<file path="config.mk">
export PLATFORM = sky130hd
export DESIGN_NAME = ssd_keypad_mux
export DESIGN_NICKNAME = d
export VERILOG_FILES = /design/src/rtl/ssd_keypad_mux.sv
export SDC_FILE = /design/constraint.sdc
export NUM_CORES = 1
export LEC_CHECK = 0
export CAP_MARGIN = 20
export CORE_MARGIN = 3
export CORE_UTILIZATION = 34
export DETAILED_ROUTE_END_ITERATION = 16
export GPL_ROUTABILITY_DRIVEN = 0
export GPL_TIMING_DRIVEN = 0
export HOLD_SLACK_MARGIN = 0.15
export PLACE_DENSITY = 0.53
export REMOVE_ABC_BUFFERS = 1
export SYNTH_ARGS = -nofsm -noshare
export SYNTH_HDL_FRONTEND = slang
export SYNTH_SLANG_ARGS = --single-unit
</file>
<file path="constraint.sdc">
create_clock -name clk -period 2.48 [get_ports clk]
set_input_delay 0.744 -clock clk [delete_from_list [all_inputs] [get_ports clk]]
set_output_delay 0.744 -clock clk [all_outputs]
set_load 0.01 [all_outputs]
</file>
<file path="src/rtl/ssd_keypad_mux.sv">
// Keypad-entry display controller: one digit per press shifts into an N-nibble register, time-multiplexed onto a shared 7-seg bus.
// Entry registers at the accepting edge; seg/dig_sel registered together. Define SSD_BLANK_LEADING_EN to blank digits not yet entered.
module ssd_keypad_mux #(
  parameter int CLK_FREQ   = 125_000_000,
  parameter int REFRESH_HZ = 1000,
  parameter int NUM_DIGITS = 2
) (
  input  logic                              clk,
  input  logic                              rst,
  input  logic                              key_pressed,
  input  logic [3:0]                        key_code,
  input  logic                              clear,
  input  logic                              hold,
  output logic [6:0]                        seg,
  output logic [NUM_DIGITS-1:0]             dig_sel,
  output logic [4*NUM_DIGITS-1:0]           value,
  output logic [$clog2(NUM_DIGITS+1)-1:0]   count,
  output logic                              entry_pulse
);

  localparam int DIV_RAW  = CLK_FREQ / (REFRESH_HZ * NUM_DIGITS);
  localparam int TICK_DIV = (DIV_RAW < 1) ? 1 : DIV_RAW;
  localparam int TW       = (TICK_DIV > 1) ? $clog2(TICK_DIV) : 1;
  localparam int IW       = (NUM_DIGITS > 1) ? $clog2(NUM_DIGITS) : 1;
  localparam int CW       = $clog2(NUM_DIGITS + 1);
  localparam int VW       = 4 * NUM_DIGITS;

`ifdef SSD_BLANK_LEADING_EN
  localparam logic [6:0] SEG_RST = 7'h00;
`else
  localparam logic [6:0] SEG_RST = 7'h3F;
`endif

  typedef enum logic {IDLE, HELD} state_t;

  state_t                state_q, state_d;
  logic [VW-1:0]         value_q, value_d;
  logic [CW-1:0]         count_q, count_d;
  logic                  pulse_q, pulse_d;
  logic [TW-1:0]         tick_q, tick_d;
  logic [IW-1:0]         idx_q, idx_d;
  logic [NUM_DIGITS-1:0] dig_sel_q, dig_sel_d;
  logic [6:0]            seg_q, seg_d;
  logic                  accept;
  logic                  wrap;
  logic [3:0]            nib;

  function automatic logic [6:0] glyph(input logic [3:0] n);
    case (n)
      4'h0: glyph = 7'h3F;  4'h1: glyph = 7'h06;  4'h2: glyph = 7'h5B;  4'h3: glyph = 7'h4F;
      4'h4: glyph = 7'h66;  4'h5: glyph = 7'h6D;  4'h6: glyph = 7'h7D;  4'h7: glyph = 7'h07;
      4'h8: glyph = 7'h7F;  4'h9: glyph = 7'h6F;  4'hA: glyph = 7'h77;  4'hB: glyph = 7'h7C;
      4'hC: glyph = 7'h39;  4'hD: glyph = 7'h5E;  4'hE: glyph = 7'h79;  default: glyph = 7'h71;
    endcase
  endfunction

  always_comb begin
    state_d = state_q;
    value_d = value_q;
    count_d = count_q;
    // Only the press edge can accept; a press starting under hold/clear is consumed.
    accept  = (state_q == IDLE) && key_pressed && !hold && !clear;
    pulse_d = accept;
    case (state_q)
      IDLE:    if (key_pressed)  state_d = HELD;
      HELD:    if (!key_pressed) state_d = IDLE;
      default: state_d = IDLE;
    endcase
    if (clear) begin
      value_d = '0;
      count_d = '0;
    end else if (accept) begin
      value_d = (value_q << 4) | VW'(key_code);
      if (count_q != CW'(NUM_DIGITS)) count_d = count_q + 1'b1;
    end
  end

  always_comb begin
    wrap      = (tick_q == TW'(TICK_DIV - 1));
    tick_d    = wrap ? '0 : tick_q + 1'b1;
    idx_d     = idx_q;
    if (wrap) idx_d = (idx_q == IW'(NUM_DIGITS - 1)) ? '0 : idx_q + 1'b1;
    dig_sel_d = NUM_DIGITS'(1) << idx_d;
    // Pattern follows the slot being selected this edge, so select and glyph never disagree.
    nib       = value_q[idx_d*4 +: 4];
    seg_d     = glyph(nib);
`ifdef SSD_BLANK_LEADING_EN
    if (32'(idx_d) >= 32'(count_q)) seg_d = 7'h00;
`endif
  end

  always_ff @(posedge clk or negedge rst) begin
    if (!rst) begin
      state_q   <= IDLE;
      value_q   <= '0;
      count_q   <= '0;
      pulse_q   <= 1'b0;
      tick_q    <= '0;
      idx_q     <= '0;
      dig_sel_q <= NUM_DIGITS'(1);
      seg_q     <= SEG_RST;
    end else begin
      state_q   <= state_d;
      value_q   <= value_d;
      count_q   <= count_d;
      pulse_q   <= pulse_d;
      tick_q    <= tick_d;
      idx_q     <= idx_d;
      dig_sel_q <= dig_sel_d;
      seg_q     <= seg_d;
    end
  end

  assign seg         = seg_q;
  assign dig_sel     = dig_sel_q;
  assign value       = value_q;
  assign count       = count_q;
  assign entry_pulse = pulse_q;

endmodule

</file>
Word-level counts from Yosys, hierarchy flattened
Memory sizes are Yosys's and may differ from the RTL's. A register that Yosys moved wholly into a read port is not among the register bits.
Index checks and enable logic that the tools add are counted.
{"block": "totals", "reg_bits": 31, "rom_bits": 112, "input_bits": 9, "output_inout_bits": 20, "word_cells": 35, "mem_count": 1}
{"block": "classes", "addsub": 3, "n_eq_ne": 2, "n_shift": 2, "n_mux": 9, "n_bitwise": 2, "reduce_logical": 9}
{"memory": "(no name shown)", "depth": 16, "width": 7, "read_ports": 1, "rd_ports_with_merged_regs": 1, "write_ports": 0, "line_no": "49", "source": "case (n)"}
{"cell": "adder 16 x 1 -> 16 bit, second input constant", "n": 1}
{"cell": "equality test 16 bit, second input constant", "n": 1}
{"cell": "two-way mux 16 bit", "n": 1}
{"cell": "two-way mux 8 bit", "n": 2}
{"cell": "bitwise OR 8 x 4 -> 8 bit", "n": 1}
{"cell": "variable part select 8 x 4 -> 4 bit", "n": 1}
{"cell": "two-way mux 2 bit", "n": 3}
{"cell": "nonzero test 2 bit", "n": 2}
{"cell": "logical AND 1 bit", "n": 3}
{"cell": "logical NOT 1 bit", "n": 3}
{"cell": "two-way mux 1 bit", "n": 3}
{"cell": "adder 2 x 1 -> 2 bit, second input constant", "n": 1}
{"cell": "!= test 2 bit, second input constant", "n": 1}
{"cell": "AND reduction 2 bit", "n": 1}
{"cell": "left shift 1 x 1 -> 2 bit, first input constant", "n": 1}
{"cell": "adder 1 bit, second input constant", "n": 1}
{"cell": "NOT 1 bit", "n": 1}

Depth between registers and ports, before layout
Gate-level depths: netlist of run 1.
{"block": "depth", "word_depth": 6, "mapped_depth": 14, "depth_no_buf": 12}

Least setup slack after synthesis of run 1
Ideal clock, no wire load.
{"block": "synth_path", "kind": "reg-to-reg", "start": "register tick_q[0]", "end": "register seg_q[4], in the netlist seg[4]", "setup_time_ns": 0.080, "arrival_ns": 2.587, "path_slack_ns": -0.187, "path_stages_with_launch": 15, "n_path_buf": 2, "synth_period_minus_slack_ns": 2.667, "cell_sequence": "dfrtp_1 -> ha_1 -> and4bb_2 -> and4_1 -> buf_6 -> xor2_4 -> inv_2 -> buf_2 -> nand2_1 -> nand2_1 -> inv_1 -> ha_1 -> inv_1 -> o221a_1 -> o22a_1"}
{"block": "synth_via", "elab_chain_len": 3}
{"element": "from (decl)", "line_no": "40", "source": "logic [TW-1:0] tick_q, tick_d;"}
{"element": "from (signal assigned)", "line_no": "107", "source": "tick_q <= tick_d;"}
{"element": "equality test 16 bit", "line_no": "79", "source": "wrap = (tick_q == TW'(TICK_DIV - 1));"}
{"element": "two-way mux 1 bit", "line_no": "82", "source": "if (wrap) idx_d = (idx_q == IW'(NUM_DIGITS - 1)) ? '0 : idx_q + 1'b1;"}
{"element": "variable part select 8 x 4 -> 4 bit", "line_no": "85", "source": "nib = value_q[idx_d*4 +: 4];"}
{"element": "to (decl)", "line_no": "43", "source": "logic [6:0] seg_q, seg_d;"}
Every way passes these cells.
A chain may end at the register's enable or synchronous reset.

Worst setup path after layout of run 1
{"block": "layout_path", "start": "register tick_q[1]", "end": "register seg_q[4], in the netlist seg[4]"}
Same word-level chain as after synthesis.

==> flow_metrics.tcl, run 1 <==
set metrics [dict create \
    drcViolationCount 0 \
    cts.sink_count 37 \
    critPathRequiredTime_ps 2700 \
    detail_route.vias_per_cell 4.73 \
    floorplan.initialDensity 0.364 \
    tritoncts "built" \
    async_flop_share 1.00 \
    final.period_utilization 0.964 \
    intPower_mw 0.990 \
    std_cell_rows 26 \
    synth-main-ff-cell "dfrtp_1" \
    worst_path_dominant_cell_family "simple AND/OR/NAND/NOR gates" \
    power.density_cell_area_nw_per_um2 502 \
    num_vias 1453 \
    drtPass1Iterations 4 \
    cpPeakStageDelay_ps 400 \
    finalSetupViolations 0 \
    clk_latency_worst_skew_pair_ps 290 \
    post_drt_wl_per_cell_um 13.3 \
    maximum_number_of_pins_on_one_net_before_global_route_repair 38 \
    root_buffer "clkbuf_8" \
    worst_slew_margin_rel 0.438 \
    arrival_ps 2610 \
    ys_warn_count 0 \
    synth-edff-count 0 \
    critical_path.startpoint "tick_q[1]" \
    fmaxAchievable_mhz 418 \
    switchingPower_mw 0.269 \
    die_area_um2 6620 \
    hold_path_startpoint "tick_q[9]" \
    globalRouteOverflowTotal 0 \
    ctsHoldBuffers 0 \
    placedCellCount 288 \
    regToRegStartpoint "tick_q[1]" \
    cp-end-kind "flip-flop" \
    irDropWorstVdd_mv 0.190 \
    worstPathCellList "ha_4, and4bb_2, and4_4, xor2_4, buf_6, nand2_1, and2_4, inv_1, ha_2, inv_2, o221a_1, o22a_1" \
    outcome "finished clean" \
    cap_viol_max_count 0 \
    cp_max_fo 5 \
    synthesis.instances 198 \
    die_y_um 81.4 \
    core_area_um2 5300 \
    netSwitchingFraction 0.214 \
    detailedPlacementHpwl_mm 2.60 \
    final.min_clock_period_ps 2390 \
    cpMaxStageDelayCell "dfrtp_1" \
    grt_pass1_wl_mm 6.89 \
    path_class "flip-flop to flip-flop" \
    comb_power_share 0.072 \
    fin_cells 307 \
    setup_repair_after_global_routing_missed_its_margin "true" \
    most-common-layout-cells "nand2_1 (32), dfrtp_1 (29), clkdlybuf4s50_1 (27)" \
    cellLeakagePower_nw 1.06 \
    slew_violations 0 \
    areaGrowthSynthToFinish_pct 30.0 \
    io_pins 29 \
    clk_path_buf_depth 2 \
    hold_path_depth 1 \
    p_total_mw 1.26 \
    final_common_cell "nand2_1" \
    diodes 0 \
    p_seq_frac 0.498 \
    nets 254 \
    drt_iter0_markers 72 \
    synth-seq-area-share 0.484 \
    cts-htree-levels 2 \
    setup_total_negative_slack_ps 0 \
    area_of_the_mapped_netlist_um2 1930 \
    worst_reg2reg_path_length_in_cells 12 \
    layout_setup_ws_ps 89.0 \
    synth_cell_types 42 \
    n_fill_cell 501 \
    crit_path_buf_inv_count 3 \
    global_route.usage.total 0.134 \
    vias_in_the_first_global_route 1406 \
    antenna_left 0 \
    holdCritPathClass "flip-flop to flip-flop" \
    preCtsSetupSlack_ps -598 \
    routed_wl_mm 4.07 \
    place.port_buffers 28 \
    worstSetupStartpointType "flip-flop" \
    postSynthRegisterBits 37 \
    tightestPinTransition_ps 843 \
    pwr-share-clk 0.430 \
    critical_path_depth 12 \
    final_core_util 0.474 \
    path_clk_slew_ps 70 \
    initial_antenna_violation_count 0 \
    finalHoldViolCount 0 \
    postSynthAreaPerCell_um2 9.76 \
    drive_above_1_share 0.198 \
    die_width_um 81.4 \
    setup_skew_after_layout_ps 7.16 \
    cts-buffers-inserted 5 \
]
## synthesized netlist by cell type, types with 2 or more instances
library cell | count | area [um2]
nor2_1 | 18 | 67.6
nand2_1 | 33 | 124
and3_1 | 5 | 31.3
o21ai_0 | 6 | 30.0
a21oi_1 | 14 | 70.1
nand3_1 | 9 | 45.0
nand4_1 | 2 | 12.5
and4_1 | 2 | 17.5
xor2_1 | 6 | 52.6
buf_2 | 2 | 10.0
xnor2_1 | 8 | 70.1
clkbuf_1 | 3 | 11.3
or3_1 | 3 | 18.8
dfrtp_1 | 30 | 751
ha_1 | 9 | 113
and4bb_2 | 2 | 25.0
inv_1 | 6 | 22.5
mux2_2 | 2 | 22.5
nor3b_1 | 3 | 22.5
and2_1 | 2 | 12.5
nor2b_1 | 2 | 12.5
nor3_1 | 2 | 10.0
mux2i_1 | 4 | 40.0
dfstp_2 | 7 | 184
## registers in the layout, summed over array words and instances (netlist names)
register     flops
count            2
dig_sel          2
entry_pulse      1
seg              7
state_q          1
tick_q          16
value            8
## through the flow
step | instance area [um2] | hold slack, ps
5_1_grt | 2510 | 531
2_1_floorplan | 1890 | 448
3_5_place_dp | 2250 | 474
4_1_cts | 2420 | 500
3_3_place_gp | 2260 | 471
6_report | 2510 | 500
## power by group through the flow
stage	Sequential [mW]	Clock, mW	Combinational, mW
4_1_cts	0.627	0.561	0.0907
5_1_grt	0.628	0.589	0.102
3_5_place_dp	0.638	0	0.0900
2_1_floorplan	0.642	0	0.0307
3_3_place_gp	0.638	0	0.0907
6_report	0.627	0.541	0.0910
## layout make-up
type / instances / area [um2] / area share
well taps: 70 / 87.6 / 0.0349
flip-flops and latches: 37 / 936 / 0.373
multi-input cells: 146 / 981 / 0.391
inverters: 7 / 28.8 / 0.0115
clock buffers: 7 / 86.3 / 0.0344
clock inverters: 1 / 30.0 / 0.0120
repair buffers: 39 / 362 / 0.144
## what timing repair did
action | CTS | global route
gates resized for setup | 6 | 12
pin swaps | 1 | 5
setup endpoints to repair | 7 | 4
buffers inserted | 5 | 6
## layer usage
metal	vias up	track usage	part of all wire	routed length (um)
met5	-	0	0	0
met4	0	0.0456	0.014	55
met3	5	0.0443	0.051	209
met2	25	0.185	0.43	1770
met1	678	0.194	0.50	2040
li1	745	-	-	-
## cell families (layout without fill, tap and decap cells)
group,count (synthesis),count (layout),share of synthesized area
buffers and inverters,15,54,0.0363
and+or+nand+nor,89,89,0.229
DFF,37,37,0.484
adders and majority gates,9,9,0.0583
AOI/OAI and AO/OA,27,27,0.0829
muxes,6,6,0.0324
xor gates and xnor gates,15,15,0.0777
## path summary, 6_finish.rpt
kind	endpoint	slack, ps
max	seg[4]	90
min	tick_q[9]	500
max reg2reg	seg[4]	90
min reg2reg	tick_q[9]	500
max in group asynchronous	tick_q[2]	1340
min in group asynchronous	tick_q[3]	560
Note: power is estimated with default switching activity, not from simulation.
==> inputs of run 2 (changes only) <==
Settings changed: PLACE_DENSITY 0.53 to 0.51.
Clock period 2.48 ns to 2.5 ns, I/O delays scaled along.
==> flow_metrics.tcl, run 2 (synthesized netlist as in run 1, its figures left out) <==
set metrics [dict create \
    outcome "finished clean" \
    antenna_left 0 \
    tightestPinTransition_ps 902 \
    post_drt_wl_per_cell_um 13.4 \
    initial_antenna_violation_count 0 \
    grt_pass1_wl_mm 6.95 \
    hold_path_startpoint "tick_q[9]" \
    hold_path_depth 1 \
    drtPass1Iterations 4 \
    regToRegStartpoint "tick_q[1]" \
    largest-register "tick_q" \
    clk_path_buf_depth 2 \
    timing.hold.ws_ps 488 \
    final.period_utilization 0.960 \
    timing.reg2reg.setup_slack_ps 100 \
    place.port_buffers 28 \
    floorplan.initialDensity 0.364 \
    drt_iter0_markers 71 \
    holdCritPathClass "flip-flop to flip-flop" \
    worst_hold_path.endpoint "tick_q[9]" \
    final_core_util 0.472 \
    final.min_clock_period_ps 2400 \
    critPathRequiredTime_ps 2710 \
    irDropWorstVdd_mv 0.257 \
    global_route.usage.met1 0.174 \
    worstReg2RegEnd "seg[6]" \
    largest_reg_flops 16 \
    vias_in_the_first_global_route 1504 \
    cellLeakagePower_nw 1.04 \
    cts.sink_count 37 \
    globalRouteOverflowTotal 0 \
    io_pins 29 \
    num_vias 1512 \
    routed_wl_mm 4.09 \
    drive_above_1_share 0.196 \
    maximum_number_of_pins_on_one_net_before_global_route_repair 38 \
    arrival_ps 2610 \
    ctsHoldBuffers 0 \
    setup_repair_after_global_routing_missed_its_margin "true" \
    worst_slew_margin_rel 0.398 \
    globalRoute.busiestLayer "met2" \
    detail_route.vias_per_cell 4.96 \
    cap_viol_max_count 0 \
    die_y_um 81.4 \
    final-seq-area_um2 935 \
    cp_max_fo 4 \
    final_common_cell "nand2_1" \
    critical_path.startpoint "tick_q[1]" \
    fin_cells 305 \
    cts-htree-levels 2 \
    power.density_cell_area_nw_per_um2 501 \
    multiInputGateArea_um2 977 \
    finalHoldViolCount 0 \
    placedCellCount 288 \
    nets 252 \
    clk_latency_worst_skew_pair_ps 290 \
    tritoncts "built" \
    diodes 0 \
    n_fill_cell 497 \
    setup_skew_after_layout_ps 9.18 \
    most-common-layout-cells "nand2_1 (32), dfrtp_1 (30), clkdlybuf4s50_1 (27)" \
    p_total_mw 1.25 \
    cp-end-kind "flip-flop" \
    detailedPlacementHpwl_mm 2.78 \
    core_area_um2 5300 \
    drcViolationCount 0 \
    fmaxAchievable_mhz 417 \
    die_width_um 81.4 \
    cts-buffers-inserted 5 \
    worstSetupStartpointType "flip-flop" \
    areaGrowthSynthToFinish_pct 29.5 \
    path_clk_slew_ps 80 \
    root_buffer "clkbuf_8" \
    std_cell_rows 26 \
    die_area_um2 6620 \
    finalSetupViolations 0 \
    global_route.usage.total 0.135 \
    groute.layer.met3.usage 0.0399 \
    worst_reg2reg_path_length_in_cells 12 \
    slew_violations 0 \
    setup_total_negative_slack_ps 0 \
    path_class "flip-flop to flip-flop" \
    global_route_met2_utilization 0.216 \
]
## run 2: changes by cell type in the layout (fill, tap and decap cells not counted), sizes merged
cell,change
clkinvlp,+1
buf,-2
clkinv,+1
clkbuf,-1
inv,-1
## run 2: per-layer routing
layer / up-vias / wire, um
li1: 736 / -
met1: 735 / 1970
met2: 34 / 1880
met3: 7 / 180
met4: 0 / 63
met5: - / 0
## run 2: metrics by stage
step	worst slack [ps]	cell area [um2]
floorplan	-135	1890
global placement	-532	2260
detailed placement	-586	2250
CTS	1.10	2420
global route	-41.1	2500
finish	99.2	2500
## run 2: cell type report
type | count | area share
multi-input combinational | 146 | 0.391
sequential | 37 | 0.374
timing repair buffer | 37 | 0.140
tap | 70 | 0.0350
clock buffer | 6 | 0.0330
clock inverter | 2 | 0.0150
inverter | 7 | 0.0125
## run 2: worst max-delay path by stage
stage | endpoint | slack [ps] | depth (start not counted)
after floorplan | seg[4] | -140 | 12
after global placement | seg[4] | -530 | 12
after detailed placement | seg[4] | -590 | 12
after CTS | seg[5] | 1 | 9
after global routing | seg[6] | -40 | 12
final | seg[6] | 100 | 12
## run 2: power by group
part	total [mW]	switching [mW]	internal, mW	leakage [nW]
logic	0.0918	0.0461	0.0457	0.508
registers	0.622	0.00972	0.612	0.474
clock network	0.538	0.214	0.324	0.0574
## run 2: worst max-delay path: stages, from the launching register on
cell      delay [ps]
dfrtp_1          370
ha_2             200
and4bb_2         230
and4_4           260
xor2_4           210
buf_6            140
nand2_1           60
nand2_2          120
inv_2             80
ha_2             200
a311oi_1         270
a21oi_1           80
nor2_1           110
## run 2: what timing repair did
action,in CTS,in global routing
endpoints found under the setup margin,7,6
setup buffers,5,4
pin swaps,1,6
gates resized for setup,8,12
==> inputs of run 3 (changes only) <==
Clock period 2.5 ns to 3 ns, I/O delays scaled along.
==> flow_metrics.tcl, run 3 (synthesized netlist as in run 1, its figures left out) <==
set metrics [dict create \
    detailedPlacementHpwl_mm 2.78 \
    timing.hold.ws_ps 484 \
    worstReg2RegEnd "seg[4]" \
    io_pins 29 \
    finalSetupViolations 0 \
    drt_iter0_markers 43 \
    critical_path.startpoint "tick_q[0]" \
    tightestPinTransition_ps 902 \
    root_buffer "clkbuf_8" \
    preCtsSetupSlack_ps -85.6 \
    layout_setup_ws_ps 258 \
    fin_cells 301 \
    holdCritPathClass "flip-flop to flip-flop" \
    die_area_um2 6620 \
    place.port_buffers 28 \
    power.density_cell_area_nw_per_um2 431 \
    drive_above_1_share 0.134 \
    floorplan.initialDensity 0.364 \
    p_total_mw 1.04 \
    cts-htree-levels 2 \
    post_drt_wl_per_cell_um 13.2 \
    slew_violations 0 \
    std_cell_rows 26 \
    outcome "finished clean" \
    drtPass1Iterations 4 \
    grt_pass1_wl_mm 6.84 \
    routed_wl_mm 3.96 \
    worst_slew_margin_rel 0.398 \
    cp-end-kind "flip-flop" \
    worstSetupStartpointType "flip-flop" \
    cellLeakagePower_nw 1.02 \
    setup_skew_after_layout_ps 9.13 \
    arrival_ps 2950 \
    path_clk_slew_ps 70 \
    cts.sink_count 37 \
    final_common_cell "nand2_1" \
    core_area_um2 5300 \
    largest-register "tick_q" \
    cp_max_fo 14 \
    met2_wl_mm 1.80 \
    clk_path_buf_depth 2 \
    regToRegStartpoint "tick_q[0]" \
    stdcell_area_um2 2410 \
    maxUsedRoutingLayer "met4" \
    post_dp_cell_area_um2 2250 \
    setup_repair_after_global_routing_missed_its_margin "false" \
    detail_route.vias_per_cell 4.97 \
    areaGrowthSynthToFinish_pct 24.8 \
    maximum_number_of_pins_on_one_net_before_global_route_repair 38 \
    clk_latency_worst_skew_pair_ps 290 \
    nets 248 \
    largest_reg_flops 16 \
    diodes 0 \
    path_class "flip-flop to flip-flop" \
    detailroute.wirelength.met3_um 195 \
    cap_viol_max_count 0 \
    antenna_left 0 \
    setup_total_negative_slack_ps 0 \
    met1_length_mm 1.93 \
    final.min_clock_period_ps 2740 \
    final.period_utilization 0.914 \
    fmaxAchievable_mhz 365 \
    ctsHoldBuffers 0 \
    irDropWorstVdd_mv 0.213 \
    final_core_util 0.455 \
    critPathRequiredTime_ps 3210 \
    num_vias 1496 \
    die_y_um 81.4 \
    globalRouteOverflowTotal 0 \
    drcViolationCount 0 \
    crit_end "seg[4]" \
    die_width_um 81.4 \
    worst_reg2reg_path_length_in_cells 12 \
    tritoncts "built" \
    most-common-layout-cells "nand2_1 (33), dfrtp_1 (30), clkdlybuf4s50_1 (27)" \
    placedCellCount 288 \
    timing.reg2reg.setup_slack_ps 260 \
    initial_antenna_violation_count 0 \
    vias_in_the_first_global_route 1469 \
    global_route.usage.total 0.133 \
    finalHoldViolCount 0 \
    cts-buffers-inserted 5 \
]
-- run 3: changes by cell type in the layout (fill, tap and decap cells not counted), sizes merged --
| cell | delta |
|---|---|
| inv | +1 |
| clkinv | -1 |
| buf | -4 |
-- run 3: worst min path at each step --
stage / start / slack [ps] / endpoint / cells past startpoint
2_1_floorplan: tick_q[0] / 450 / tick_q[0] / 1
3_3_place_gp: tick_q[0] / 470 / tick_q[0] / 1
3_5_place_dp: tick_q[9] / 480 / tick_q[9] / 1
4_1_cts: tick_q[11] / 490 / tick_q[11] / 1
5_1_grt: tick_q[11] / 510 / tick_q[11] / 1
6_report: tick_q[0] / 480 / tick_q[0] / 1
-- run 3: metal layers --
metal,vias up,global-route usage
li1,729,-
met1,725,0.170
met2,38,0.214
met3,4,0.0399
met4,0,0.0405
met5,-,0
-- run 3: final cells by class --
class                      count  area [um2]
multi-input combinational    146         930
tap                           70        87.6
timing repair buffer          33         313
clock inverter                 2        37.5
fill                         507        2890
sequential                    37         935
clock buffer                   6        82.6
inverter                       7        26.3
-- run 3: worst max-delay path, cell delays in order, from the launching register on --
cell      delay (ps)
dfrtp_1          390
ha_1             210
and4bb_2         240
and4_4           290
xor2_4           260
inv_2            160
nand2_1           90
nand2_1          110
inv_1            150
ha_1             230
inv_1             80
o221a_1          260
o22a_1           190
-- run 3: what timing repair did --
item,in CTS,in global routing
buffers inserted,0,5
endpoints found under the setup margin,3,3
hold endpoints to repair,0,0
resized for setup,2,0
pin swaps,0,1
-- run 3: where the power goes --
| part | internal [mW] | switching, mW |
|---|---|---|
| clock network | 0.270 | 0.177 |
| logic | 0.0357 | 0.0374 |
| registers | 0.510 | 0.00783 |
| total | 0.816 | 0.223 |
